===== config.mk =====
export PLATFORM = sky130hd
export DESIGN_NAME = fir_rns_mac_flat
export DESIGN_NICKNAME = d
export VERILOG_FILES = /design/src/rtl/fir_rns_mac_pkg.sv /design/src/rtl/fir_rns_mac_if.sv /design/src/rtl/fir_rns_mac_lane.sv /design/src/rtl/fir_rns_mac.sv /design/src/flat_wrapper.sv
export SDC_FILE = /design/constraint.sdc
export NUM_CORES = 2
export LEC_CHECK = 0
export ABC_CLOCK_PERIOD_IN_PS = 19400
export CORE_MARGIN = 10
export CORE_UTILIZATION = 30
export DETAILED_ROUTE_END_ITERATION = 7
export GPL_ROUTABILITY_DRIVEN = 1
export SYNTH_ARGS = -nofsm -noshare
export SYNTH_HDL_FRONTEND = slang
export SYNTH_SLANG_ARGS = --single-unit

===== constraint.sdc =====
create_clock -name clk -period 19.4 [get_ports clk]
set_clock_uncertainty 0.1 [all_clocks]
set_input_delay 1.94 -clock clk [delete_from_list [all_inputs] [get_ports clk]]
set_output_delay 1.94 -clock clk [all_outputs]
set_load 0.01 [all_outputs]

===== src/rtl/fir_rns_mac_pkg.sv =====
// Shared types, default moduli and modular arithmetic helpers for the RNS FIR.
package fir_rns_mac_pkg;

  localparam int RW     = 8;
  localparam int M0_DEF = 233;
  localparam int M1_DEF = 239;
  localparam int M2_DEF = 241;
  localparam int M3_DEF = 251;

  typedef logic [RW-1:0] residue_t;

  // r0 sits in the least significant bits
  typedef struct packed {
    residue_t r3;
    residue_t r2;
    residue_t r1;
    residue_t r0;
  } rns_word_t;

  typedef enum logic [1:0] {
    S_IDLE = 2'd0,
    S_MAC  = 2'd1,
    S_OUT  = 2'd2
  } state_t;

  // Full product reduced mod m; operands may themselves be >= m.
  function automatic logic [31:0] mul_mod(input logic [31:0] a,
                                          input logic [31:0] b,
                                          input logic [31:0] m);
    logic [63:0] p;
    p = 64'(a) * 64'(b);
    return 32'(p % 64'(m));
  endfunction

  // Both operands are already < m, so one conditional subtract suffices.
  function automatic logic [31:0] add_mod(input logic [31:0] a,
                                          input logic [31:0] b,
                                          input logic [31:0] m);
    logic [32:0] s;
    s = {1'b0, a} + {1'b0, b};
    if (s >= {1'b0, m}) return 32'(s - {1'b0, m});
    return s[31:0];
  endfunction

endpackage


===== src/rtl/fir_rns_mac_if.sv =====
// Sample, result and coefficient-load signals of the RNS FIR.
interface fir_rns_mac_if #(
  parameter int NTAPS = 8,
  parameter int W     = 8
);
  localparam int AW = $clog2(NTAPS);

  logic           in_valid;
  logic           in_ready;
  logic [4*W-1:0] in_data;
  logic           out_valid;
  logic           out_ready;
  logic [4*W-1:0] out_data;
  logic           coef_we;
  logic [AW-1:0]  coef_addr;
  logic [4*W-1:0] coef_data;
  logic           busy;

  modport master (
    output in_valid, in_data, out_ready, coef_we, coef_addr, coef_data,
    input  in_ready, out_valid, out_data, busy
  );

  modport slave (
    input  in_valid, in_data, out_ready, coef_we, coef_addr, coef_data,
    output in_ready, out_valid, out_data, busy
  );
endinterface


===== src/rtl/fir_rns_mac_lane.sv =====
// One residue channel: modular multiply-accumulate against a fixed modulus.
module fir_rns_mac_lane
  import fir_rns_mac_pkg::*;
#(
  parameter int W = 8,
  parameter int M = 233
) (
  input  logic         clk,
  input  logic         reset,
  input  logic         i_clr,
  input  logic         i_en,
  input  logic [W-1:0] i_tap,
  input  logic [W-1:0] i_coef,
  output logic [W-1:0] o_acc_nxt
);

  logic [W-1:0] r_acc;
  logic [W-1:0] w_prod;

  assign w_prod    = W'(mul_mod(32'(i_tap), 32'(i_coef), 32'(M)));
  assign o_acc_nxt = W'(add_mod(32'(r_acc), 32'(w_prod), 32'(M)));

  // Accumulator: cleared when a sample is accepted, advanced once per MAC cycle.
  always_ff @(posedge clk or negedge reset) begin
    if (!reset)     r_acc <= '0;
    else if (i_clr) r_acc <= '0;
    else if (i_en)  r_acc <= o_acc_nxt;
  end

endmodule


===== src/rtl/fir_rns_mac.sv =====
// Time-multiplexed 4-channel RNS FIR: FSM, tap counter, delay line, coefficient file.
//
// state  | meaning
// S_IDLE | ready for a sample; coefficient writes allowed
// S_MAC  | one tap per cycle through all NTAPS taps
// S_OUT  | result held on out_data until out_ready
module fir_rns_mac
  import fir_rns_mac_pkg::*;
#(
  parameter int NTAPS = 8,
  parameter int W     = 8,
  parameter int M0    = M0_DEF,
  parameter int M1    = M1_DEF,
  parameter int M2    = M2_DEF,
  parameter int M3    = M3_DEF
) (
  input  logic          clk,
  input  logic          reset,
  fir_rns_mac_if.slave  bus
);

  localparam int AW = $clog2(NTAPS);

  state_t         r_state;
  state_t         w_state_nxt;
  logic [AW-1:0]  r_k;
  logic [4*W-1:0] r_tap  [NTAPS];
  logic [4*W-1:0] r_coef [NTAPS];
  logic [4*W-1:0] r_out_data;
  logic           r_in_ready;

  logic           w_accept;
  logic           w_last;
  logic           w_mac_en;
  logic           w_addr_ok;
  logic           w_coef_wr;
  logic           w_out_valid;
  logic           w_busy;
  logic [4*W-1:0] w_tap_k;
  logic [4*W-1:0] w_coef_k;
  logic [4*W-1:0] w_acc_nxt;

  assign w_accept  = (r_state == S_IDLE) && r_in_ready && bus.in_valid;
  assign w_last    = (r_k == AW'(NTAPS - 1));
  assign w_mac_en  = (r_state == S_MAC);
  assign w_addr_ok = ({1'b0, bus.coef_addr} < (AW+1)'(NTAPS));
  assign w_coef_wr = (r_state == S_IDLE) && bus.coef_we && w_addr_ok;
  assign w_tap_k   = r_tap[r_k];
  assign w_coef_k  = r_coef[r_k];

  // Next state and state-decoded outputs.
  always_comb begin
    w_state_nxt = r_state;
    w_out_valid = 1'b0;
    w_busy      = 1'b0;
    case (r_state)
      S_IDLE: begin
        if (w_accept) w_state_nxt = S_MAC;
      end
      S_MAC: begin
        w_busy = 1'b1;
        if (w_last) w_state_nxt = S_OUT;
      end
      S_OUT: begin
        w_busy      = 1'b1;
        w_out_valid = 1'b1;
        if (bus.out_ready) w_state_nxt = S_IDLE;
      end
      default: w_state_nxt = S_IDLE;
    endcase
  end

  // State register.
  always_ff @(posedge clk or negedge reset) begin
    if (!reset) r_state <= S_IDLE;
    else        r_state <= w_state_nxt;
  end

  // in_ready is registered so it stays low throughout reset and rises on the first edge after.
  always_ff @(posedge clk or negedge reset) begin
    if (!reset) r_in_ready <= 1'b0;
    else        r_in_ready <= (w_state_nxt == S_IDLE);
  end

  // Tap counter walks 0..NTAPS-1 during MAC.
  always_ff @(posedge clk or negedge reset) begin
    if (!reset)        r_k <= '0;
    else if (w_accept) r_k <= '0;
    else if (w_mac_en) r_k <= w_last ? '0 : r_k + 1'b1;
  end

  // Delay line: newest sample enters tap 0.
  always_ff @(posedge clk or negedge reset) begin
    if (!reset) begin
      for (int i = 0; i < NTAPS; i++) r_tap[i] <= '0;
    end else if (w_accept) begin
      for (int i = NTAPS - 1; i > 0; i--) r_tap[i] <= r_tap[i-1];
      r_tap[0] <= bus.in_data;
    end
  end

  // Coefficient file, writable only while idle.
  always_ff @(posedge clk or negedge reset) begin
    if (!reset) begin
      for (int i = 0; i < NTAPS; i++) r_coef[i] <= '0;
    end else if (w_coef_wr) begin
      r_coef[bus.coef_addr] <= bus.coef_data;
    end
  end

  for (genvar c = 0; c < 4; c++) begin : g_lane
    localparam int MC = (c == 0) ? M0 : (c == 1) ? M1 : (c == 2) ? M2 : M3;
    fir_rns_mac_lane #(.W(W), .M(MC)) u_lane (
      .clk       (clk),
      .reset     (reset),
      .i_clr     (w_accept),
      .i_en      (w_mac_en),
      .i_tap     (w_tap_k[c*W +: W]),
      .i_coef    (w_coef_k[c*W +: W]),
      .o_acc_nxt (w_acc_nxt[c*W +: W])
    );
  end

  // Result capture on the final tap; held through OUT.
  always_ff @(posedge clk or negedge reset) begin
    if (!reset)                  r_out_data <= '0;
    else if (w_mac_en && w_last) r_out_data <= w_acc_nxt;
  end

  assign bus.in_ready  = r_in_ready;
  assign bus.out_valid = w_out_valid;
  assign bus.out_data  = r_out_data;
  assign bus.busy      = w_busy;

endmodule

===== src/flat_wrapper.sv =====
// flat-port wrapper written by rule: the top's interface ports become plain ports
module fir_rns_mac_flat import fir_rns_mac_pkg::*;
#(
  parameter int NTAPS = 8,
  parameter int W     = 8,
  parameter int M0    = M0_DEF,
  parameter int M1    = M1_DEF,
  parameter int M2    = M2_DEF,
  parameter int M3    = M3_DEF
)
  (clk, reset, bus_in_valid, bus_in_data, bus_out_ready, bus_coef_we, bus_coef_addr, bus_coef_data, bus_in_ready, bus_out_valid, bus_out_data, bus_busy);
  fir_rns_mac_if #(.NTAPS(NTAPS), .W(W)) bus_i ();
  input  logic clk;
  input  logic reset;
  input wire logic [$bits(bus_i.in_valid)-1:0] bus_in_valid;
  input wire logic [$bits(bus_i.in_data)-1:0] bus_in_data;
  input wire logic [$bits(bus_i.out_ready)-1:0] bus_out_ready;
  input wire logic [$bits(bus_i.coef_we)-1:0] bus_coef_we;
  input wire logic [$bits(bus_i.coef_addr)-1:0] bus_coef_addr;
  input wire logic [$bits(bus_i.coef_data)-1:0] bus_coef_data;
  output wire logic [$bits(bus_i.in_ready)-1:0] bus_in_ready;
  output wire logic [$bits(bus_i.out_valid)-1:0] bus_out_valid;
  output wire logic [$bits(bus_i.out_data)-1:0] bus_out_data;
  output wire logic [$bits(bus_i.busy)-1:0] bus_busy;
  assign bus_i.in_valid = bus_in_valid;
  assign bus_i.in_data = bus_in_data;
  assign bus_i.out_ready = bus_out_ready;
  assign bus_i.coef_we = bus_coef_we;
  assign bus_i.coef_addr = bus_coef_addr;
  assign bus_i.coef_data = bus_coef_data;
  assign bus_in_ready = bus_i.in_ready;
  assign bus_out_valid = bus_i.out_valid;
  assign bus_out_data = bus_i.out_data;
  assign bus_busy = bus_i.busy;
  fir_rns_mac #(.NTAPS(NTAPS), .W(W), .M0(M0), .M1(M1), .M2(M2), .M3(M3)) u_core (.clk(clk), .reset(reset), .bus(bus_i));
endmodule

Yosys cells after proc, flatten, opt, wreduce, memory -nomap -nowiden. Index checks and enable logic that the tools add are counted. W data, S select, Z words.

Bits in registers: 582. Word-level logic and storage cells: 100. Input bits: 72.

Eq/ne operators: 3. $add $sub $neg: 9. Reduce and logical (&&, ||, !) cells: 9. $mul: 4. Bitwise operators: 2. Multiplexer cells: 38. $lt $le $gt $ge: 7. Div/mod/pow operators: 4.

Operators with widths (count): $bwmux W256 (1); $mod A16 B8 Y64 const B (4); $bmux W32 S3 (2); $mux W32 (5); $mux W8 (16); $demux W32 S3 (1); $mul A8 B8 Y16 (4); $add A8 B8 Y9 (4); $ge A9 B8 Y1 const B (4); $sub A8 B8 Y8 const B (4); $mux W3 (3); $ge A4 B4 Y1 const B (2); $not A3 Y4 (2); $mux W1 (6); $mux W2 (3); $pmux W2 S3 (1); $logic_and A1 B1 Y1 (5); $logic_not A2 Y1 (2); $lt A4 B1 Y1 const B (1); $add A3 B1 Y3 const B (1); $eq A3 B3 Y1 const B (1); $eq A2 B1 Y1 const B (1); $eq A2 B2 Y1 const B (1); $reduce_bool A2 Y1 (1); $reduce_or A2 Y1 (1).

Depth between registers and ports, before layout.
Word-level depth: 12. Mapped depth: 74. Mapped depth without buffers: 65.

Cells and area by module. A second synthesis with hierarchy kept.

Cell total of the unflattened synthesis: 5145. Area, all modules: 48894.4 sq um.

Modules (own cells, without submodules): fir_rns_mac (cells an instance 1958, times used 1, area each 24394.6 sq um); fir_rns_mac_lane (u_core.g_lane[0].u_lane) (cells an instance 850, times used 1, area each 6446.2 sq um); fir_rns_mac_lane (u_core.g_lane[3].u_lane) (cells an instance 804, times used 1, area each 6072.1 sq um); fir_rns_mac_lane (u_core.g_lane[1].u_lane) (cells an instance 753, times used 1, area each 6008.3 sq um); fir_rns_mac_lane (u_core.g_lane[2].u_lane) (cells an instance 780, times used 1, area each 5973.2 sq um).

Worst setup path before layout. Ideal clock, no wire load.

Kind: reg-to-reg. From: reg u_core.r_k[0]. To: reg u_core.g_lane[0].u_lane.r_acc[7]. Path buffers: 6. Required time: 19.153 ns. Cell stages (with the launch flop): 72. Setup time: 0.147 ns. Slack: 1.807 ns. Arrival time: 17.346 ns. Cell sequence: dfrtp_1 -> buf_1 -> clkbuf_1 -> buf_1 -> buf_1 -> mux4_2 -> mux2i_1 -> nor2_1 -> fa_1 -> inv_1 -> fa_1 -> inv_1 -> fa_1 -> inv_1 -> fa_1 -> inv_1 -> ha_1 -> a21oi_1 -> (+36 left out) -> o311ai_1 -> a211oi_2 -> nor2_2 -> mux2i_1 -> ha_1 -> a21o_1 -> a21oi_1 -> nor2b_1 -> o21ai_0 -> nand2b_1 -> a21o_1 -> a21oi_1 -> xnor2_1 -> a221oi_1 -> nor2_1 -> nand2_1 -> xor2_1 -> a211oi_1.

Cells in the longest elaborated chain, start to end: 12. Elaborated cells between the ends (all ways): 17. Those cells by class: add/sub (2); mul (1); div (1); order compare (1); mux (11); bitwise (1).

Ends and longest elaborated chain: start, declared (RTL line fir_rns_mac.sv:26) `logic [AW-1:0] r_k;`; start signal, assigned (RTL line fir_rns_mac.sv:89) `else if (w_mac_en) r_k <= w_last ? '0 : r_k + 1'b1;`; $not A3 Y4 (implied by the code) * (RTL line fir_rns_mac.sv:48, fir_rns_mac.sv:49); $bmux W32 S3 (on tied branches) (RTL line fir_rns_mac.sv:48, fir_rns_mac.sv:49); $mux W32 (on tied branches) (2 in series) (RTL line fir_rns_mac.sv:48, fir_rns_mac.sv:49); $mul A8 B8 Y16 * (RTL line fir_rns_mac_pkg.sv:31) `p = 64'(a) * 64'(b);`; $mod A16 B8 Y64 * (RTL line fir_rns_mac_pkg.sv:32) `return 32'(p % 64'(m));`; $add A8 B8 Y9 * (RTL line fir_rns_mac_pkg.sv:40) `s = {1'b0, a} + {1'b0, b};`; $sub A8 B8 Y8 or $ge A9 B8 Y1 (tied branches) (RTL line fir_rns_mac_pkg.sv:41) `if (s >= {1'b0, m}) return 32'(s - {1'b0, m});`; $mux W8 or $mux W1 (tied branches) (RTL line fir_rns_mac_pkg.sv:41); $mux W8 * (RTL line fir_rns_mac_pkg.sv:42) `return s[31:0];`; $mux W8 * (RTL line fir_rns_mac_lane.sv:27) `else if (i_en) r_acc <= o_acc_nxt;`; $mux W8 * (RTL line fir_rns_mac_lane.sv:26) `else if (i_clr) r_acc <= '0;`; end signal, assigned (RTL line fir_rns_mac_lane.sv:27); end, declared (RTL line fir_rns_mac_lane.sv:17) `logic [W-1:0] r_acc;`.

Every way passes the cells marked *; elsewhere a longest branch is shown, timed or not. The select of a mux whose other input is x is not followed. A chain may end at the register's enable or synchronous reset.

Final worst setup path.
From: reg u_core.r_k[2]. To: reg u_core.g_lane[2].u_lane.r_acc[7].

Cells in the longest elaborated chain, start to end: 12. Elaborated cells between the ends (all ways): 17. Those cells by class: add/sub (2); mul (1); div (1); order compare (1); mux (11); bitwise (1).

Ends and longest elaborated chain (RTL line): $not A3 Y4 (implied by the code) * (fir_rns_mac.sv:48, fir_rns_mac.sv:49); $bmux W32 S3 (on tied branches) (fir_rns_mac.sv:48, fir_rns_mac.sv:49); $mux W32 (on tied branches) (2 in series) (fir_rns_mac.sv:48, fir_rns_mac.sv:49); $mul A8 B8 Y16 * (fir_rns_mac_pkg.sv:31); $mod A16 B8 Y64 * (fir_rns_mac_pkg.sv:32); $add A8 B8 Y9 * (fir_rns_mac_pkg.sv:40); $sub A8 B8 Y8 or $ge A9 B8 Y1 (tied branches) (fir_rns_mac_pkg.sv:41); $mux W8 or $mux W1 (tied branches) (fir_rns_mac_pkg.sv:41); $mux W8 * (fir_rns_mac_pkg.sv:42); $mux W8 * (fir_rns_mac_lane.sv:27); $mux W8 * (fir_rns_mac_lane.sv:26); end signal, assigned (fir_rns_mac_lane.sv:27); end, declared (fir_rns_mac_lane.sv:17).

Marked as above.

==> flow_summary.json <==
{
  "tritoncts": "done",
  "crit_path_top_delay_cell": "dfrtp_4",
  "placement.io_buffers": 106,
  "clock_insertion_delay_at_the_later_pin_of_the_skew_report_ns": 0.67,
  "ys_types": 140,
  "r2r_slack_ns": 1.31,
  "wl_per_cell_um": 17.0,
  "cts_hold_buffers": 0,
  "worstPathRequired_ns": 19.87,
  "worstSetupEndpointType": "flop",
  "maxSlewHeadroom_pct": 26.7,
  "arrival_ns": 18.56,
  "synthesis.instances": 5050,
  "initial_core_util_pct": 30.1,
  "worst_path_most_repeated_cell": "a21oi_1",
  "num-fill-cells": 15700,
  "instances_no_fill": 7203,
  "antenna_violating_nets_post_route": 0,
  "synth.cells.most_frequent": "nand2_1 (989), dfrtp_1 (582), nor2_1 (397), mux2_2 (296), inv_1 (246)",
  "gp_congestion": 0.893,
  "synthTopCellsByArea": "dfrtp_1 (31%), nand2_1 (7.9%), mux2_2 (7.1%), fa_1 (6.3%), mux4_2 (6.1%)",
  "tritoncts.num_buffers": 66,
  "gr-usage-all-layers_pct": 13.7,
  "clock_slew_at_the_register_clock_pins_of_the_worst_setup_and_hold_paths_ns": 0.06,
  "synthesis.area_per_instance_sq_um": 9.29,
  "critPathMaxFanout": 42,
  "cts_sinks": 582,
  "drt-vias-per-instance": 5.26,
  "post_route_cells_drive_above_1_share_pct": 15.3,
  "num_ports": 107,
  "setup.worst_path.start_class": "flop",
  "worstMarginPinSlew_ns": 1.10,
  "drt_first_iter_violations": 2264,
  "postSynthNetCount": 5475,
  "layout.nets": 5515,
  "status": "finished, final reports clean",
  "synth_warnings": 0,
  "grt_setup_unrepaired": "false",
  "period_minus_slack_ns": 18.09,
  "fp.dieH_um": 415,
  "max-cap-violations": 0,
  "detailedPlacementHpwl_um": 88500,
  "min-delay-path-class": "flop to flop",
  "coreArea_sq_um": 156000,
  "grt_pass1_wl_um": 200000,
  "synth_area_leader_cell": "dfrtp_1",
  "hold_violations": 0,
  "startpoint": "u_core.r_k[2]",
  "ys_seq_area_share_pct": 31.0,
  "cp_slowest_stage_delay_ns": 1.05,
  "worst_r2r_startpoint": "u_core.r_k[2]",
  "dieArea_sq_um": 173000,
  "place_inst": 7074,
  "grt_start_max_net_pins": 198,
  "post_synth_instance_area_sq_um": 46900,
  "synth.most_common_cell": "nand2_1",
  "worstSetupPathType": "flop to flop",
  "synth_top_area_share_pct": 31.0,
  "h_tree_depth": 3,
  "ys_async_sr_fraction_pct": 100,
  "grt_antenna_before_repair": 12,
  "syn2layout_area_growth_pct": 12.4,
  "achievable-frequency_mhz": 55.3,
  "drc": 0,
  "vias": 37900,
  "chipWidth_um": 415,
  "finalSetupViolCount": 0,
  "drt_first_pass_iters": 6,
  "grt_total_ovfl": 0,
  "grt_pass1_vias": 37400,
  "num_rows": 145,
  "synth.ff_latch_count": 582,
  "source_of_the_worst_hold_timing_path": "u_core.r_tap[17]",
  "timing.final.crit_share_pct": 93.3,
  "report.final.slew_viol_count": 0,
  "synthFlopType": "dfrtp_1",
  "cts_max_path_buffers": 3,
  "synth_edf_count": 0,
  "setup_tns_ns": 0,
  "drt_wl_total_um": 123000,
  "cts-root-buf": "clkbuf_16"
}
-- state kept, by name, indices dropped and copies added (netlist names) --
name,flops
u_core.bus.in_ready,1
u_core.bus.out_data,32
u_core.g_lane.u_lane.r_acc,32
u_core.r_coef,256
u_core.r_k,3
u_core.r_state,2
u_core.r_tap,256
-- final cells by class --
| cell class | count | area, sq um | area share (%) |
|---|---|---|---|
| repair buffers | 169 | 1640 | 3.11 |
| multi-input cells | 4020 | 30700 | 58.3 |
| well taps | 2058 | 2570 | 4.88 |
| diodes | 5 | 12.5 | 0.0237 |
| clock inverters | 24 | 315 | 0.598 |
| flip-flops and latches | 582 | 14600 | 27.6 |
| clock buffers | 94 | 1920 | 3.64 |
| inverters | 251 | 947 | 1.80 |
-- stage by stage --
| step | area, sq um | setup slack, ns | util, % | hold slack (ns) |
|---|---|---|---|---|
| 4_1_cts | 52600 | 0.598 | 33.7 | 0.372 |
| 5_1_grt | 52700 | 0.0169 | 33.8 | 0.386 |
| 3_3_place_gp | 50400 | 0.723 | 32.3 | 0.353 |
| 6_report | 52700 | 1.31 | 33.8 | 0.368 |
| 3_5_place_dp | 50400 | 0.701 | 32.3 | 0.357 |
| 2_1_floorplan | 46900 | 1.81 | - | 0.341 |
-- critical path: cells and delay by family, from the launching register on --
kind,cells,cell delay (ns)
buf+inv,6,1.24
xor+xnor,3,0.71
flops,1,1.05
mux,3,0.99
compound gates,24,7.26
simple gates,15,2.86
fa+ha+maj,9,3.68
-- routing by layer --
| metal | wire length [um] | track usage, % | vias up |
|---|---|---|---|
| met1 | 55700 | 17.8 | 18800 |
| met4 | 2830 | 3.84 | 10 |
| met2 | 58800 | 23.5 | 748 |
| met3 | 5260 | 2.20 | 179 |
| met5 | 69 | 0 | - |
| li1 | - | - | 18200 |
-- logic make-up (layout without fill, tap and decap cells) --
kind of cell / Yosys count / count (layout) / share of synthesized area, %
AOI/OAI and AO/OA: 997 / 997 / 15.7
xor gates and xnor gates: 171 / 171 / 3.26
adders and majority gates: 359 / 359 / 11.9
buffers and inverters: 448 / 538 / 3.70
DFF: 582 / 582 / 31.0
muxes: 534 / 534 / 15.6
other: 0 / 5 / 0
and+or+nand+nor: 1959 / 1959 / 18.8
-- repair_timing --
| item | in CTS | in global routing |
|---|---|---|
| endpoints found under the setup margin | 0 | 60 |
| gates resized for setup | 0 | 13 |
| hold endpoints to repair | 0 | 0 |
| setup buffers | 0 | 6 |
-- placed cells by master, fill, tap and decap left out, types with 36 or more instances in the layout --
master,count
mux2i_1,99
a31oi_1,36
nor3_1,94
or2_2,44
xor2_1,56
xnor2_1,111
dfrtp_1,579
nand2_1,989
nor2_1,391
clkbuf_16,68
mux4_2,128
nand2b_1,61
or3_1,38
buf_4,55
a21o_1,45
fa_1,148
inv_1,246
clkdlybuf4s50_1,105
mux2_2,296
o21a_1,41
ha_1,204
nand3_1,75
a211oi_1,76
and3_1,46
o211ai_1,60
a21oi_1,185
o21ai_0,127
and2_1,41
-- final timing paths --
path,to,depth (start not counted)
max,u_core.g_lane[2].u_lane.r_acc[7],60
min,u_core.r_tap[17],2
max reg2reg,u_core.g_lane[2].u_lane.r_acc[7],60
max in group asynchronous,u_core.r_tap[131],4
min in group asynchronous,u_core.r_tap[13],1
min reg2reg,u_core.r_tap[17],2
Power is not shown: default switching activity piles up to over one toggle a cycle in this logic, so the estimate is an artifact.
